--- src/rtl/read_ptr_empty_logic.sv ---
// Read-side FIFO pointer/empty logic: 2-flop write-pointer sync, Gray read pointer, registered empty/underflow.
// Optional registered almost_empty output when READ_ALMOST_EMPTY_EN is defined.
module read_ptr_empty_logic #(
  parameter int address = 2
`ifdef READ_ALMOST_EMPTY_EN
  ,
  parameter int almost_level = 1
`endif
) (
  input  logic               rclk,
  input  logic               rreset,
  input  logic               ren,
  input  logic [address:0]   write_ptr_gray,
  output logic [address:0]   read_ptr,
  output logic [address:0]   read_ptr_gray,
  output logic [address-1:0] read_addr,
  output logic               empty,
  output logic               underflow,
`ifdef READ_ALMOST_EMPTY_EN
  output logic               almost_empty,
`endif
  output logic [address:0]   rd_count
);

  logic [address:0] wq1_q, wq2_q;
  logic [address:0] wbin;
  logic [address:0] rbin_q, rbin_d;
  logic [address:0] rgray_q, rgray_d;
  logic             empty_q, empty_d;
  logic             underflow_q, underflow_d;
  logic             rinc;

  // Gray-to-binary: each binary bit is the XOR of all Gray bits at or above it.
  for (genvar i = 0; i <= address; i++) begin : g_g2b
    assign wbin[i] = ^wq2_q[address:i];
  end

  assign rinc        = ren & ~empty_q;
  assign rbin_d      = rbin_q + {{address{1'b0}}, rinc};
  assign rgray_d     = rbin_d ^ (rbin_d >> 1);
  assign empty_d     = (rgray_d == wq2_q);
  assign underflow_d = ren & empty_q;

  always_ff @(posedge rclk) begin
    if (rreset) begin
      wq1_q       <= '0;
      wq2_q       <= '0;
      rbin_q      <= '0;
      rgray_q     <= '0;
      empty_q     <= 1'b1;
      underflow_q <= 1'b0;
    end else begin
      wq1_q       <= write_ptr_gray;
      wq2_q       <= wq1_q;
      rbin_q      <= rbin_d;
      rgray_q     <= rgray_d;
      empty_q     <= empty_d;
      underflow_q <= underflow_d;
    end
  end

`ifdef READ_ALMOST_EMPTY_EN
  logic [address:0] occ_d;
  logic             almost_q;

  // Occupancy after this edge's read, against the already-synchronized write pointer.
  assign occ_d = wbin - rbin_d;

  always_ff @(posedge rclk) begin
    if (rreset) begin
      almost_q <= 1'b1;
    end else begin
      almost_q <= (occ_d <= (address+1)'(almost_level));
    end
  end

  assign almost_empty = almost_q;
`endif

  assign read_ptr      = rbin_q;
  assign read_ptr_gray = rgray_q;
  assign read_addr     = rbin_q[address-1:0];
  assign empty         = empty_q;
  assign underflow     = underflow_q;
  assign rd_count      = wbin - rbin_q;

endmodule

--- config.mk ---
export PLATFORM = sky130hd
export DESIGN_NAME = read_ptr_empty_logic
export DESIGN_NICKNAME = d
export VERILOG_FILES = /design/src/rtl/read_ptr_empty_logic.sv
export SDC_FILE = /design/constraint.sdc
export NUM_CORES = 1
export LEC_CHECK = 0
export ABC_AREA = 0
export CAP_MARGIN = 20
export CELL_PAD_IN_SITES_DETAIL_PLACEMENT = 1
export CELL_PAD_IN_SITES_GLOBAL_PLACEMENT = 1
export CORE_MARGIN = 1
export CORE_UTILIZATION = 34
export DETAILED_ROUTE_END_ITERATION = 8
export GPL_TIMING_DRIVEN = 0
export PLACE_DENSITY_LB_ADDON = 0.1
export SLEW_MARGIN = 0
export SYNTH_ARGS = -nofsm -noshare
export SYNTH_HDL_FRONTEND = slang
export SYNTH_SLANG_ARGS = --single-unit
--- constraint.sdc ---
create_clock -name rclk -period 4.6 [get_ports rclk]
set_input_delay 0.46 -clock rclk [delete_from_list [all_inputs] [get_ports rclk]]
set_output_delay 0.46 -clock rclk [all_outputs]
set_load 0.05 [all_outputs]
==> run metrics, run 1 <==
status complete, no violations; die span in x 42.2 um; num rows 14; Clk Tree Root Cell clkbuf_4; hold crit path type reg2reg; post-synth top area share 0.474; gr usage total 0.124; Syn Area/Cell 11.0 sq um; Setup Fix Bufs, Post-CTS 0; reg-to-reg critical path endpoint empty$_SDFF_PP1_; DRT antenna net count 0; Critical path origin wq2_q[2]$_SDFF_PP0_; critical path class reg2out; Post-CTS Resized 0; Reg2Reg Launch Point empty$_SDFF_PP1_; Unique masters post-synth 15; Final Hold Vio Count 0; starting density of the core 0.365; H-tree depth 1; DRT Wirelength 937 um; total clock sinks 13; total clock buffers created by CTS 3; synth top area cells dfxtp_1, nor2b_1, xnor2_1, ha_1, buf_4; Syn. warnings 0; Nets 83; TritonCTS clock tree done; Worst Tran Pin Value 499 ps; Worst Setup Start Kind flip-flop; Setup Skew 5.05 ps; Leak 0.327 nW; via count 403; #FFs+latches synth 13; worst hold path depth 1; syn_nets 60; Final Cycle Share 0.730; fill count 177; initial DRC count 3; cells after synthesis 50; Total Negative Setup Slacks 0 ps; CP endpoint kind output pin; fin crit period 3360 ps; # setup viols final 0; f_max 298 MHz; Clock Latency Late Sink 270 ps; first-pass GRT wire length 1.59 mm; clk buf depth 2; pwr dens 413 nW/um^2; unrepaired setup endpoints after global routing no; post-synthesis sequential area ratio 0.474; drt wl/cell 10.6 um; GR Overflow Total 0; max_cap viols 0; DRC violations left 0; GPL Wtd Cong 0.711; io pins 19; Die Span Y 42.2 um; I/O Buffers 18; clock slew at reported path FFs 80 ps; cell taking the most area after synthesis dfxtp_1; CP Data Required Time 4140 ps; Arrival @ worst endpoint 2900 ps; via/cell ratio 4.58; n_diodes 0; Die Footprint 1780 sq um; initial antenna violation count 0; cell area after synthesis 549 sq um; worst ir drop on vdd 211 uV; hold buffers post-CTS 0; fin cells 88; R2R setup slack 3050 ps; placed cell count 84; layout cell share with drive strength beyond 1 0.111; Max-slew headroom 0.666; Post-DP HPWL 755 um; Final Max Slew Viols 0; reg2reg path depth 6; CP max FO 4; largest net degree at the start of global routing 11; drt first pass iters 2; worst setup path end rd_count[2]; vias in the first global route 378; Core Footprint 1510 sq um; Layout area overhead 41.2%
cells by family (layout without fill, tap and decap cells):
group	Yosys count	count (layout)	synth area share
compound gates	3	3	0.0547
buf+inv	8	30	0.0752
fa+ha+maj	4	4	0.105
flops	13	13	0.474
simple gates	13	13	0.134
xor+xnor	9	9	0.157
layer usage:
layer  part of all wire  GRT usage
met3              0.058     0.0388
met2               0.49      0.197
met5                  0          0
met4              0.034     0.0938
met1               0.42      0.138
cell usage after synthesis:
library cell and instances:
xor2_1 2, xnor2_1 6, o211a_1 1, a211oi_1 1
ha_1 3, inv_1 4, fa_1 1, clkbuf_1 1
nor2b_1 9, buf_4 3, dfxtp_1 13, and3_1 1
nor2_1 3, xor2_2 1, a211oi_2 1
power breakdown:
part / internal (W) / leakage (nW) / switching (W) / total, W
clock: 0.0000336 / 0.0150 / 0.0000359 / 0.0000695
combinational: 0.0000473 / 0.205 / 0.0000760 / 0.000123
sequential: 0.000122 / 0.107 / 0.00000562 / 0.000128
total: 0.000203 / 0.327 / 0.000118 / 0.000321
layout by cell type (no fill, tap or decap):
cell              n
o211a_1           1
dfxtp_1          13
xnor2_1           6
xor2_2            1
a211oi_2          1
clkbuf_1          2
nor2b_1           9
buf_4             3
ha_1              3
and3_1            1
clkbuf_4          3
nor2_1            3
xor2_1            2
a211oi_1          1
clkdlybuf4s50_1  18
fa_1              1
inv_1             4
per-stage QoR:
stage / hold slack (ps) / utilization / cell area [sq um] / worst slack [ps] / total power [W]
detailed placement: 430 / 0.498 / 749 / 1500 / 0.000255
global placement: 422 / 0.498 / 749 / 1610 / 0.000252
CTS: 451 / 0.515 / 776 / 1180 / 0.000326
global route: 459 / 0.515 / 776 / 1040 / 0.000336
floorplan: 414 / - / 549 / 1790 / 0.000218
finish: 440 / 0.515 / 776 / 1240 / 0.000321
flip-flops by register name, indices dropped and copies added (netlist names):
name / cells
read_ptr: 3
underflow: 1
read_ptr_gray: 2
wq1_q: 3
wq2_q: 3
empty: 1
area by class of cell:
class / instances / area [sq um] / area share
multi-input cells: 29 / 248 / 0.319
inverters: 4 / 15.0 / 0.0194
well taps: 16 / 20.0 / 0.0258
flip-flops and latches: 13 / 260 / 0.335
clock buffers: 4 / 26.3 / 0.0339
repair buffers: 18 / 180 / 0.232
plain buffers: 4 / 26.3 / 0.0339
worst max-delay path, stage by stage (launching register included):
cell             delay [ps]
dfxtp_1                 430
xor2_2                  290
xnor2_1                 170
ha_1                    170
inv_1                    50
fa_1                    380
xor2_1                  180
xnor2_1                 140
clkdlybuf4s50_1         820
worst min path at each step:
stage	endpoint	startpoint
final	wq2_q[1]$_SDFF_PP0_	wq1_q[1]$_SDFF_PP0_
after global routing	wq2_q[1]$_SDFF_PP0_	wq1_q[1]$_SDFF_PP0_
after CTS	wq2_q[1]$_SDFF_PP0_	wq1_q[1]$_SDFF_PP0_
after detailed placement	wq2_q[1]$_SDFF_PP0_	wq1_q[1]$_SDFF_PP0_
after global placement	wq2_q[0]$_SDFF_PP0_	wq1_q[0]$_SDFF_PP0_
after floorplan	wq2_q[0]$_SDFF_PP0_	wq1_q[0]$_SDFF_PP0_
(Power assumes the default switching activity.)
==> inputs of run 2 (changes only) <==
--- a/config.mk
+++ b/config.mk
@@ -9,8 +9,9 @@
 export CAP_MARGIN = 20
 export CELL_PAD_IN_SITES_DETAIL_PLACEMENT = 1
 export CELL_PAD_IN_SITES_GLOBAL_PLACEMENT = 1
+export CORE_ASPECT_RATIO = 0.8
 export CORE_MARGIN = 1
-export CORE_UTILIZATION = 34
+export CORE_UTILIZATION = 32
 export DETAILED_ROUTE_END_ITERATION = 8
 export GPL_TIMING_DRIVEN = 0
 export PLACE_DENSITY_LB_ADDON = 0.1
==> constraint.sdc (replaced) <==
create_clock -name rclk -period 3.3 [get_ports rclk]
set_input_delay 0.33 -clock rclk [delete_from_list [all_inputs] [get_ports rclk]]
set_output_delay 0.33 -clock rclk [all_outputs]
set_load 0.05 [all_outputs]
==> run metrics, run 2 (synthesis gave the netlist of run 1 again) <==
n_diodes 0 (unchanged); hold buffers post-CTS 0 (unchanged); DRT antenna net count 0 (unchanged); Final Max Slew Viols 0 (unchanged); largest net degree at the start of global routing 11 (unchanged); initial DRC count 3 (unchanged); drt first pass iters 2 (unchanged); worst path bufs/invs 2 (unchanged); Crit path max-delay family buffers and inverters; Seq. cell area 260 sq um (unchanged); starting density of the core 0.370 (+0.00491); HP Start wq1_q[1]$_SDFF_PP0_; Clk Tree Root Cell clkbuf_4; Hold WS 448 ps (+7.60 ps); I/O Buffers 18 (unchanged); crit-path cells xor2_2 > xnor2_1 > ha_1 > inv_1 > fa_1 > clkdlybuf4s50_1; Final Hold Vio Count 0 (unchanged); Max-slew headroom 0.659 (-0.00730); fin cells 93 (+5.7%); # setup viols final 0 (unchanged); clk buf depth 2 (unchanged); worst ir drop on vdd 289 uV (+37%); via/cell ratio 4.06 (-11%); clock slew at reported path FFs 80 ps (about the same); Die Span Y 39.1 um (-7.4%); Final Cycle Share 0.900; total clock sinks 13 (unchanged); H-tree depth 1 (unchanged); Nets 83 (unchanged); GPL Wtd Cong 0.685 (-3.6%); Worst Tran Pin Value 510 ps (+10.9 ps); drt wl/cell 10.1 um (-4.9%); most common cell after layout, fill and taps aside clkdlybuf4s50_1; CP endpoint kind output pin; Layout area overhead 42.8%; Leak 0.342 nW (+4.7%); Critical Path Max Stage Delay 790 ps (-30 ps); vias in the first global route 366 (-3.2%); io pins 19 (unchanged); initial antenna violation count 0 (unchanged); layout cell share with drive strength beyond 1 0.111 (unchanged); commonest cells after routing, fill and taps aside clkdlybuf4s50_1, dfxtp_1, nor2b_1; first-pass GRT wire length 1.64 mm (+2.6%); Setup Skew 0.557 ps (-4.50 ps); DRT Wirelength 942 um (+0.53%); num rows 12 (-2); CP max FO 4 (unchanged); status complete, no violations; f_max 337 MHz; max_cap viols 0 (unchanged); unrepaired setup endpoints after global routing no; CP Data Required Time 2970 ps (-1170 ps); Slowest cell on crit path clkdlybuf4s50_1; gr usage total 0.128 (+0.00343); Worst Setup Start Kind flip-flop; Critical path origin wq2_q[2]$_SDFF_PP0_; Arrival @ worst endpoint 2640 ps (-260 ps); Die Footprint 1890 sq um (+6.0%); fill count 170 (-4.0%); Core Footprint 1490 sq um (-1.3%); Total Negative Setup Slacks 0 ps (unchanged); TritonCTS clock tree done; hold crit path type reg2reg; R2R setup slack 1820 ps (-1230 ps); DRC violations left 0 (unchanged); Reg2Reg Launch Point empty$_SDFF_PP1_; GR Overflow Total 0 (unchanged); pwr dens 571 nW/um^2 (+38%); critical path class reg2out; Setup WS pre-CTS 342 ps (-1150 ps); multi-input combinational cell area 248 sq um (unchanged); via count 378 (-6.2%); Clock Latency Late Sink 270 ps (about the same); fin crit period 2970 ps; total clock buffers created by CTS 3 (unchanged); final worst setup slack 329 ps (-913 ps); placed cell count 89 (+6.0%); die span in x 48.3 um (+15%)
-- run 2: final timing paths --
| path | to | depth (start not counted) |
|---|---|---|
| setup / recovery | rd_count[1] | 6 |
| hold / removal | wq2_q[1]$_SDFF_PP0_ | 1 |
| setup reg to reg | empty$_SDFF_PP1_ | 6 |
| hold reg to reg | wq2_q[1]$_SDFF_PP0_ | 1 |
-- run 2: worst register-to-register path, cell delays in order (launching register included) --
cell	delay (ps)
dfxtp_1	340
nor2b_1	60
ha_1	170
ha_1	180
xnor2_1	310
xnor2_1	120
a211oi_2	210
-- run 2: timing repair --
action	4_1_cts	5_1_grt
setup buffers	0	0
gates resized for setup	0	1
setup endpoints to repair	0	1
-- run 2: per-stage QoR --
step | area (sq um) | utilization | power [W]
floorplan | 549 | - | 0.000303
global placement | 756 | 0.508 | 0.000352
detailed placement | 756 | 0.508 | 0.000355
CTS | 782 | 0.526 | 0.000456
global route | 785 | 0.528 | 0.000470
finish | 785 | 0.528 | 0.000448
-- run 2: final cells by class --
cell class,count,share of cell area
timing repair buffer,18,0.233
tap,21,0.0335
multi-input combinational,29,0.316
inverter,4,0.0191
buffer,4,0.0335
clock buffer,4,0.0335
sequential,13,0.332
-- run 2: report_power, final --
part | leakage [nW] | internal [W] | switching, W
sequential | 0.107 | 0.000170 | 0.00000726
combinational | 0.220 | 0.0000654 | 0.000106
clock | 0.0150 | 0.0000469 | 0.0000519
-- run 2: per-layer routing --
metal	share of wire	global-route usage
met4	0.037	0.132
met5	0	0
met2	0.47	0.211
met3	0.054	0.0235
met1	0.44	0.142
==> inputs of run 3 (changes only) <==
--- a/config.mk
+++ b/config.mk
@@ -6,12 +6,12 @@
 export NUM_CORES = 1
 export LEC_CHECK = 0
 export ABC_AREA = 0
+export ABC_CLOCK_PERIOD_IN_PS = 3860
 export CAP_MARGIN = 20
 export CELL_PAD_IN_SITES_DETAIL_PLACEMENT = 1
 export CELL_PAD_IN_SITES_GLOBAL_PLACEMENT = 1
-export CORE_ASPECT_RATIO = 0.8
 export CORE_MARGIN = 1
-export CORE_UTILIZATION = 32
+export CORE_UTILIZATION = 34
 export DETAILED_ROUTE_END_ITERATION = 8
 export GPL_TIMING_DRIVEN = 0
 export PLACE_DENSITY_LB_ADDON = 0.1
==> constraint.sdc (replaced) <==
create_clock -name rclk -period 3.86 [get_ports rclk]
set_input_delay 0.386 -clock rclk [delete_from_list [all_inputs] [get_ports rclk]]
set_output_delay 0.386 -clock rclk [all_outputs]
set_load 0.05 [all_outputs]
==> results of run 3 <==
Same layout as run 1 (identical final DEF). Status: complete, no violations.
Among the figures that moved: setup slack after placement 1500 ps -> 829 ps; setup slack after layout 1240 ps -> 576 ps; register-to-register setup slack 3050 ps -> 2310 ps; total power 0.000321 W -> 0.000382 W; worst IR drop on VDD 211 uV -> 252 uV
